===== config.mk =====
export PLATFORM = sky130hd
export DESIGN_NAME = serializer_tx
export DESIGN_NICKNAME = d
export VERILOG_FILES = /design/src/rtl/serial_link_pkg.sv /design/src/rtl/bit_tick_gen.sv /design/src/rtl/serializer_tx.sv
export SDC_FILE = /design/constraint.sdc
export NUM_CORES = 1
export LEC_CHECK = 0
export ABC_CLOCK_PERIOD_IN_PS = 1600
export BUFFER_PORTS_ARGS = -buffer_cell sky130_fd_sc_hd__clkbuf_2
export CORE_AREA = 2 2 39 41
export CTS_CLUSTER_SIZE = 14
export DETAILED_ROUTE_END_ITERATION = 6
export DIE_AREA = 0 0 41 43
export PLACE_DENSITY_LB_ADDON = 0.1
export REMOVE_ABC_BUFFERS = 1
export SLEW_MARGIN = 20
export SYNTH_ARGS = -nofsm -noshare
export SYNTH_HDL_FRONTEND = slang
export SYNTH_HIERARCHICAL = 1
export SYNTH_SLANG_ARGS = --single-unit

===== constraint.sdc =====
create_clock -name clk -period 1.6 [get_ports clk]
set_input_delay 0.08 -clock clk [delete_from_list [all_inputs] [get_ports clk]]
set_output_delay 0.08 -clock clk [all_outputs]
set_load 0.01 [all_outputs]

===== src/rtl/serial_link_pkg.sv =====
// Shared types and helpers for the single-wire strobe-qualified serial link.
package serial_link_pkg;

    typedef enum logic {
        IDLE  = 1'b0,
        SHIFT = 1'b1
    } state_t;

    // Counter width for a range of n values; never narrower than one bit.
    function automatic int unsigned clog2_min1(input int unsigned n);
        if (n <= 1) begin
            return 1;
        end
        return int'($clog2(n));
    endfunction

endpackage


===== src/rtl/bit_tick_gen.sv =====
// Bit period counter: counts 0..CLKS_PER_BIT-1 while running and flags the terminal tick.
module bit_tick_gen
    import serial_link_pkg::*;
#(
    parameter int unsigned CLKS_PER_BIT = 1
) (
    input  logic clk,
    input  logic reset,
    input  logic clear,
    input  logic run,
    output logic tick
);

    localparam int unsigned TW = clog2_min1(CLKS_PER_BIT);
    localparam logic [TW-1:0] LAST = TW'(CLKS_PER_BIT - 1);

    logic [TW-1:0] cnt_q, cnt_d;

    always_comb begin
        cnt_d = cnt_q;
        if (clear) begin
            cnt_d = '0;
        end else if (run) begin
            cnt_d = (cnt_q == LAST) ? '0 : cnt_q + 1'b1;
        end
    end

    always_ff @(posedge clk or posedge reset) begin
        if (reset) begin
            cnt_q <= '0;
        end else begin
            cnt_q <= cnt_d;
        end
    end

    assign tick = run && (cnt_q == LAST);

endmodule


===== src/rtl/serializer_tx.sv =====
// Parallel-to-serial transmitter: valid/ready word in, one bit per CLKS_PER_BIT cycles out on sd,
// with a one-cycle sd_en strobe in the last cycle of each bit.
module serializer_tx
    import serial_link_pkg::*;
#(
    parameter int unsigned WIDTH        = 8,
    parameter int unsigned CLKS_PER_BIT = 1,
    parameter bit          MSB_FIRST    = 1'b1
) (
    input  logic             clk,
    input  logic             reset,
    input  logic [WIDTH-1:0] data_in,
    input  logic             load_valid,
    output logic             load_ready,
    output logic             sd,
    output logic             sd_en,
    output logic             frame,
    output logic             done
);

    localparam int unsigned BW = clog2_min1(WIDTH);
    localparam logic [BW-1:0] LAST_BIT = BW'(WIDTH - 1);

    state_t           state_q, state_d;
    logic [WIDTH-1:0] sr_q, sr_d;
    logic [BW-1:0]    bit_q, bit_d;
    logic             ready_q;
    logic             in_shift;
    logic             accept;
    logic             tick;
    logic             last_bit;
    logic             head;

    assign in_shift = (state_q == SHIFT);
    // ready_q stays low out of reset until the first edge, so no word is taken before then.
    assign accept   = load_valid && ready_q;
    assign last_bit = (bit_q == LAST_BIT);

    bit_tick_gen #(
        .CLKS_PER_BIT(CLKS_PER_BIT)
    ) u_tick (
        .clk  (clk),
        .reset(reset),
        .clear(accept),
        .run  (in_shift),
        .tick (tick)
    );

    always_comb begin
        state_d = state_q;
        sr_d    = sr_q;
        bit_d   = bit_q;
        unique case (state_q)
            IDLE: begin
                if (accept) begin
                    sr_d    = data_in;
                    bit_d   = '0;
                    state_d = SHIFT;
                end
            end
            SHIFT: begin
                if (tick) begin
                    sr_d = MSB_FIRST ? (sr_q << 1) : (sr_q >> 1);
                    if (last_bit) begin
                        state_d = IDLE;
                    end else begin
                        bit_d = bit_q + 1'b1;
                    end
                end
            end
        endcase
    end

    always_ff @(posedge clk or posedge reset) begin
        if (reset) begin
            state_q <= IDLE;
            sr_q    <= '0;
            bit_q   <= '0;
            ready_q <= 1'b0;
        end else begin
            state_q <= state_d;
            sr_q    <= sr_d;
            bit_q   <= bit_d;
            ready_q <= (state_d == IDLE);
        end
    end

    assign head       = MSB_FIRST ? sr_q[WIDTH-1] : sr_q[0];
    assign load_ready = ready_q;
    assign sd         = in_shift && head;
    assign sd_en      = tick;
    assign frame      = in_shift;
    assign done       = tick && last_bit;

endmodule


# [Yosys cells after proc, flatten, opt, wreduce, memory -nomap -nowiden]
# Index checks and enable logic that the tools add are counted.
[word_totals] reg_bits=14 in_bits=11 out_inout_bits=5 elab_cells=35
[op_classes] addsub=2 n_eq_ne=4 mux=14 bitwise=3 reduce_logical=7
[ops] op="$mux W8" count=2
[ops] op="$pmux W8 S2" count=1
[ops] op="$mux W3" count=3
[ops] op="$mux W1" count=6
[ops] op="$pmux W3 S2" count=1
[ops] op="$logic_and A1 B1 Y1" count=4
[ops] op="$ne A2 B2 Y1 const B" count=2
[ops] op="$add A3 B1 Y3 const B" count=1
[ops] op="$eq A3 B3 Y1 const B" count=1
[ops] op="$not A1 Y1" count=3
[ops] op="$reduce_and A3 Y1" count=1
[ops] op="$ne A2 B1 Y1 const B" count=1
[ops] op="$pmux W1 S2" count=1
[ops] op="$reduce_and A2 Y1" count=1
[ops] op="$reduce_bool A2 Y1" count=1
[ops] op="$add A1 B1 Y1 const B" count=1

# [Longest topological paths before layout]
# Gate-level depths: netlist (run 1).
[logic_depth] ltp_word=5 ltp_mapped=5

# [By module]
# The synthesis (run 1) kept the hierarchy.
[by_module_without_submodules] mod="serializer_tx" instances=1 cells_each=62 area_each_um2=624.3
[by_module_without_submodules] mod="bit_tick_gen" instances=1 cells_each=1 area_each_um2=7.5

# [Worst setup path before layout (run 1)]
# No wires, ideal clock.
[synth_path] path_type="flip-flop to flip-flop" from="register state_q, in the netlist frame" to="register bit_q[0]" t_arrival_ns=1.226 slack_ns=0.249 path_stages_with_launch=6 n_path_buf=2 synth_period_minus_slack_ns=1.351 path_cell_list="dfrtp_1 -> buf_4 -> nand2_2 -> buf_6 -> o21a_1 -> mux2_4"
[synth_between] elab_chain_len=3
[synth_rtl] element="start: declaration" line_no="serializer_tx.sv:24" rtl="state_t state_q, state_d;"
[synth_rtl] element="start signal: assignment" line_no="serializer_tx.sv:81" rtl="state_q <= state_d;"
[synth_rtl] element="$logic_and A1 B1 Y1" line_no="bit_tick_gen.sv:36" rtl="assign tick = run && (cnt_q == LAST);"
[synth_rtl] element="named net sd_en" line_no="serializer_tx.sv:16" rtl="output logic sd_en,"
[synth_rtl] element="$ne A2 B1 Y1 (no source line)"
[synth_rtl] element="$reduce_and A3 Y1 (no source line)"
[synth_rtl] element="end signal: assignment" line_no="serializer_tx.sv:83" rtl="bit_q <= bit_d;"
[synth_rtl] element="end: declaration" line_no="serializer_tx.sv:26" rtl="logic [BW-1:0] bit_q, bit_d;"
# The timed path passes the listed nets, and every way through them passes these cells.
# A chain may end at the register's enable or synchronous reset.

# [Worst setup path in the final report (run 1)]
[layout_path] from="register bit_q[0]" to="output done"
[layout_between] elab_chain_len=2
[layout_rtl] element="$eq A3 B3 Y1" line_no="serializer_tx.sv:37" rtl="assign last_bit = (bit_q == LAST_BIT);"
[layout_rtl] element="$logic_and A1 B1 Y1" line_no="serializer_tx.sv:93" rtl="assign done = tick && last_bit;"
[layout_rtl] element="end: declaration" line_no="serializer_tx.sv:18" rtl="output logic done"
# No other way between the ends.

==> impl_metrics.yaml, run 1 <==
power:
  power_density_nw_per_um2: 1950
  max-vdd-ir-drop_uv: 855
  p_leak_uw: 0.000413
worst_setup_path:
  crit_slowest_cell: "dfrtp_1"
  crit_path_frequent_cell: "ha_1"
  start_kind: "flip-flop"
  cpPeakStageDelay_ns: 0.41
  critical_path_arrival_ns: 1.35
  critPathKind: "flip-flop to output port"
  cp_max_fo: 4
  end_kind: "output port"
  path_cells: "ha_1 > ha_1 > nand2_1 > inv_1 > clkbuf_2"
  required_ns: 1.52
yosys:
  syn_inst: 63
  seq_area_frac_synth: 0.515
  synth_ff_type: "dfrtp_1"
  ys_async_sr_fraction: 1.00
  yosys_warnings: 6
  syn_area_um2: 632
  synthTopCellsByArea: "dfrtp_1 (51%), o22ai_1 (7.9%), inv_1 (6.5%)"
  synth_seq_cells: 13
  synth_cell_type_count: 20
  synth.largest_area_cell: "dfrtp_1"
  synth_edf_count: 0
  synth.avg_cell_area_um2: 10.0
  synth_top_area_frac: 0.515
final_layout:
  nets: 93
  layout_commonest_cell: "clkbuf_2"
  drive_above_1_share: 0.278
  area_growth_syn_to_layout_pct: 16.2
  antennaDiodeCount: 0
  final_cells: 95
  final_cell_mix: "clkbuf_2 (15), dfrtp_1 (13), inv_1 (11)"
sta:
  hold_ws_ns: 0.0347
  final.setup.worst_slack_ns: 0.172
  min_period_ns: 1.43
  fmax_ghz: 0.700
  setup_tns_ns: 0
  slew_headroom: 0.670
  setup_viol: 0
  maxSlewViolCount: 0
  tightest_slew_ns: 0.495
  skew_ns: 0.00328
  period_share: 0.893
  final-hold-violation-count: 0
  rsz0062_at_grt: "false"
cts:
  cts_buffers: 3
  clock_latency_ns: 0.27
  clk_pin_slew_ns: 0.08
  root_buffer: "clkbuf_4"
  cts_buffer_depth: 2
  cts_resized: 0
  clock_sinks: 13
  cts_tree: "yes"
  h-tree-depth: 1
outcome:
  status: "finished, final reports clean"
detailed_routing:
  drc_errors: 0
  ant_nets: 0
  via_per_inst: 5.11
  vias: 485
  drtIter0Drc: 3
  finalWirelength_um: 1050
  wl_per_cell_um: 11.0
  dr.pass1.iters: 4
floorplanning:
  ios: 16
  core-area_um2: 1380
  start_util: 0.457
  rows: 14
  die_w_um: 41
  die_area_um2: 1760
  die_h_um: 43
placed_design:
  dp_hpwl_um: 760
  gp_congestion: 0.617
  io_buffers: 15
  dpl.cell_count: 90
  dp_slack_ns: 0.225
job:
  drv_cap: 0
grt:
  antenna_found_initial: 0
  grt_max_degree: 14
  grt_pass1_vias: 433
  grt_overflow: 0
  grt_pass1_wl_um: 1710
  grt_util_all_layers: 0.142
min_path:
  hold_path.class: "input pin to flip-flop"
state kept, by name, summed over array words and instances (netlist names):
name        count
bit_q           3
frame           1
load_ready      1
sr_q            8
synth_stat cells (2+ instances only):
cell	n
ha_1	2
buf_2	2
a21oi_1	7
o22ai_1	8
nand2_1	4
and2_1	3
nor2_1	2
dfrtp_1	13
inv_1	11
worst paths after layout:
check                                 from  endpoint  slack, ns  depth (start not counted)
worst max-delay path              bit_q[0]      done       0.17                          5
min in group asynchronous            reset   sr_q[0]       0.35                          3
worst min register to register    bit_q[2]  bit_q[2]       0.52                          1
max in group asynchronous            reset   sr_q[5]       0.92                          3
worst max register to register    bit_q[0]  bit_q[0]       0.21                          4
worst min-delay path            data_in[0]   sr_q[0]       0.03                          3
what timing repair did:
item,in CTS,in global routing
hold buffers,1,0
endpoints found under the hold margin,13,0
setup buffers,0,0
routing by layer:
metal  track usage  vias up  part of all wire
li1              -      241                 -
met1         0.204      231              0.48
met2         0.200       13              0.48
met3        0.0314        0             0.040
met4        0.0600        0                 0
met5             0        -                 0
logic make-up (layout without fill, tap and decap cells):
family,Yosys count,in the layout,synth area share
mux,2,2,0.0396
fa+ha+maj,2,2,0.0396
flops,13,13,0.515
simple gates,13,13,0.125
compound gates,18,18,0.170
buf+inv,15,31,0.111
worst max-delay path: cells and delay by family, from the launching register on:
| family | cells | cell delay [ns] |
|---|---|---|
| and+or+nand+nor | 1 | 0.09 |
| DFF | 1 | 0.41 |
| adders and majority gates | 2 | 0.41 |
| buffers and inverters | 2 | 0.16 |
stage by stage:
step / total power, uW / cell area, um2 / util
final: 1430 / 734 / 0.531
after global routing: 1560 / 734 / 0.531
after CTS: 1450 / 734 / 0.531
after detailed placement: 1240 / 698 / 0.505
after global placement: 1230 / 698 / 0.505
after floorplan: 1070 / 603 / -
power breakdown:
| part | total [uW] | internal [uW] | leakage [uW] | switching (uW) |
|---|---|---|---|---|
| combinational | 636 | 305 | 0.000247 | 331 |
| sequential | 593 | 486 | 0.000151 | 108 |
| clock | 204 | 96.5 | 0.0000150 | 107 |
final cells by class:
type / count / area [um2]
inverter: 11 / 41.3
tap: 16 / 20.0
fill: 134 / 649
timing repair buffer: 16 / 85.1
multi-input combinational: 35 / 236
sequential: 13 / 325
clock buffer: 4 / 26.3
Power figures use the tool's default switching activity.
==> run 2, diff against run 1 <==
Settings changed: PLACE_DENSITY set to 0.72, PLACE_DENSITY_LB_ADDON 0.1 to not set, SLEW_MARGIN 20 to 30.
==> run 2 against run 1 <==
Combinational power barely moved. Critical endpoint unchanged. Non-clock buffer count did not move. Highest routed layer is now met4. Clock power fell by 2%. Flip-flop and latch count did not move. Global-route usage rose by 1.6 points. Total power barely moved. Critical path type unchanged.
==> impl_metrics.yaml, run 2 (synthesized netlist as in run 1, its figures left out) <==
outcome:
  status: "finished, final reports clean"
grt:
  grt_pass1_wl_um: 1850
  grt_overflow: 0
  grt_max_degree: 14
  grt_pass1_vias: 453
  grt_util_all_layers: 0.158
  antenna_found_initial: 0
detailed_routing:
  drc_errors: 0
  wl_per_cell_um: 11.4
  dr.pass1.iters: 4
  vias: 496
  finalWirelength_um: 1090
  via_per_inst: 5.22
  drtIter0Drc: 4
  ant_nets: 0
power:
  power_density_nw_per_um2: 1950
  p_leak_uw: 0.000413
  clkPwrFrac: 0.139
  comb_power_share: 0.444
  p_sw_frac: 0.381
  p_int_uw: 888
  max-vdd-ir-drop_uv: 818
  switchingPower_uw: 547
  seqPwrFrac: 0.416
placed_design:
  dpl.cell_count: 90
  dp_slack_ns: 0.202
  io_buffers: 15
  gp_congestion: 0.679
  dp_hpwl_um: 825
min_path:
  hold_path.class: "input pin to flip-flop"
worst_setup_path:
  required_ns: 1.52
  start_kind: "flip-flop"
  critPathKind: "flip-flop to output port"
  cp_max_fo: 4
  end_kind: "output port"
  critical_path_arrival_ns: 1.36
cts:
  root_buffer: "clkbuf_4"
  cts_buffer_depth: 2
  cts_resized: 0
  clk_pin_slew_ns: 0.07
  h-tree-depth: 1
  cts_buffers: 3
  clock_latency_ns: 0.28
  cts_tree: "yes"
  clock_sinks: 13
final_layout:
  final_cell_mix: "clkbuf_2 (15), dfrtp_1 (13), inv_1 (11)"
  largest_register_ff_count: 8
  multi_input_area_um2: 236
  regMostFlops: "sr_q"
  layout_commonest_cell: "clkbuf_2"
  antennaDiodeCount: 0
  top_regs: "sr_q (8), bit_q (3)"
  fill_cells: 130
  drive_above_1_share: 0.278
  nets: 93
  seqCellArea_um2: 325
  area_growth_syn_to_layout_pct: 16.2
  final_cells: 95
floorplanning:
  core-area_um2: 1380
  rows: 14
  die_area_um2: 1760
  start_util: 0.457
  die_w_um: 41
  ios: 16
  die_h_um: 43
sta:
  rsz0062_at_grt: "false"
  setup_tns_ns: 0
  final.setup.worst_slack_ns: 0.165
  tightest_slew_ns: 0.490
  slew_headroom: 0.673
  min_period_ns: 1.44
  maxSlewViolCount: 0
  fmax_ghz: 0.697
  period_share: 0.897
  setup_viol: 0
  skew_ns: 0.00332
  final-hold-violation-count: 0
job:
  drv_cap: 0
-- run 2: worst max-delay path: stages, from the launching register on --
cell      delay, ns
dfrtp_1        0.40
ha_1           0.20
ha_1           0.22
nand2_1        0.10
inv_1          0.04
clkbuf_2       0.11
-- run 2: routing by layer --
metal  track usage  part of all wire  routed length, um
met5             0                 0                  0
met4        0.0800             0.024                 26
met3        0.0471             0.029                 32
met2         0.234              0.52                569
met1         0.199              0.42                457
-- run 2: per-stage QoR --
step	hold WS [ns]	utilization	total power (uW)	instance area, um2
after floorplan	-0.0430	-	1070	603
final	0.0272	0.531	1430	734
after detailed placement	0.105	0.505	1250	698
after global placement	0.109	0.505	1220	698
after CTS	0.0293	0.531	1450	734
after global routing	0.0410	0.531	1560	734
-- run 2: worst paths after layout --
path / startpoint / endpoint / slack, ns / cells after the start
max: bit_q[0] / done / 0.16 / 5
min: data_in[0] / sr_q[0] / 0.03 / 3
max reg2reg: bit_q[0] / bit_q[0] / 0.20 / 4
min reg2reg: sr_q[0] / sr_q[0] / 0.51 / 2
max in group asynchronous: reset / bit_q[0] / 0.92 / 3
min in group asynchronous: reset / bit_q[1] / 0.35 / 3
-- run 2: power by group through the flow --
stage	clock (uW)	sequential, uW	combinational (uW)
floorplan	0	600	467
global placement	0	599	621
detailed placement	0	608	640
CTS	206	600	648
global route	227	620	711
finish	200	597	637
-- run 2: final cells by class --
cell class / count / share of cell area
flip-flops and latches: 13 / 0.443
well taps: 16 / 0.0273
repair buffers: 16 / 0.116
inverters: 11 / 0.0562
multi-input cells: 35 / 0.322
clock buffers: 4 / 0.0358
-- run 2: timing repair --
item | CTS | global route
hold buffers | 1 | 0
endpoints found under the hold margin | 13 | 0
setup endpoints to repair | 0 | 0
buffers inserted | 0 | 0
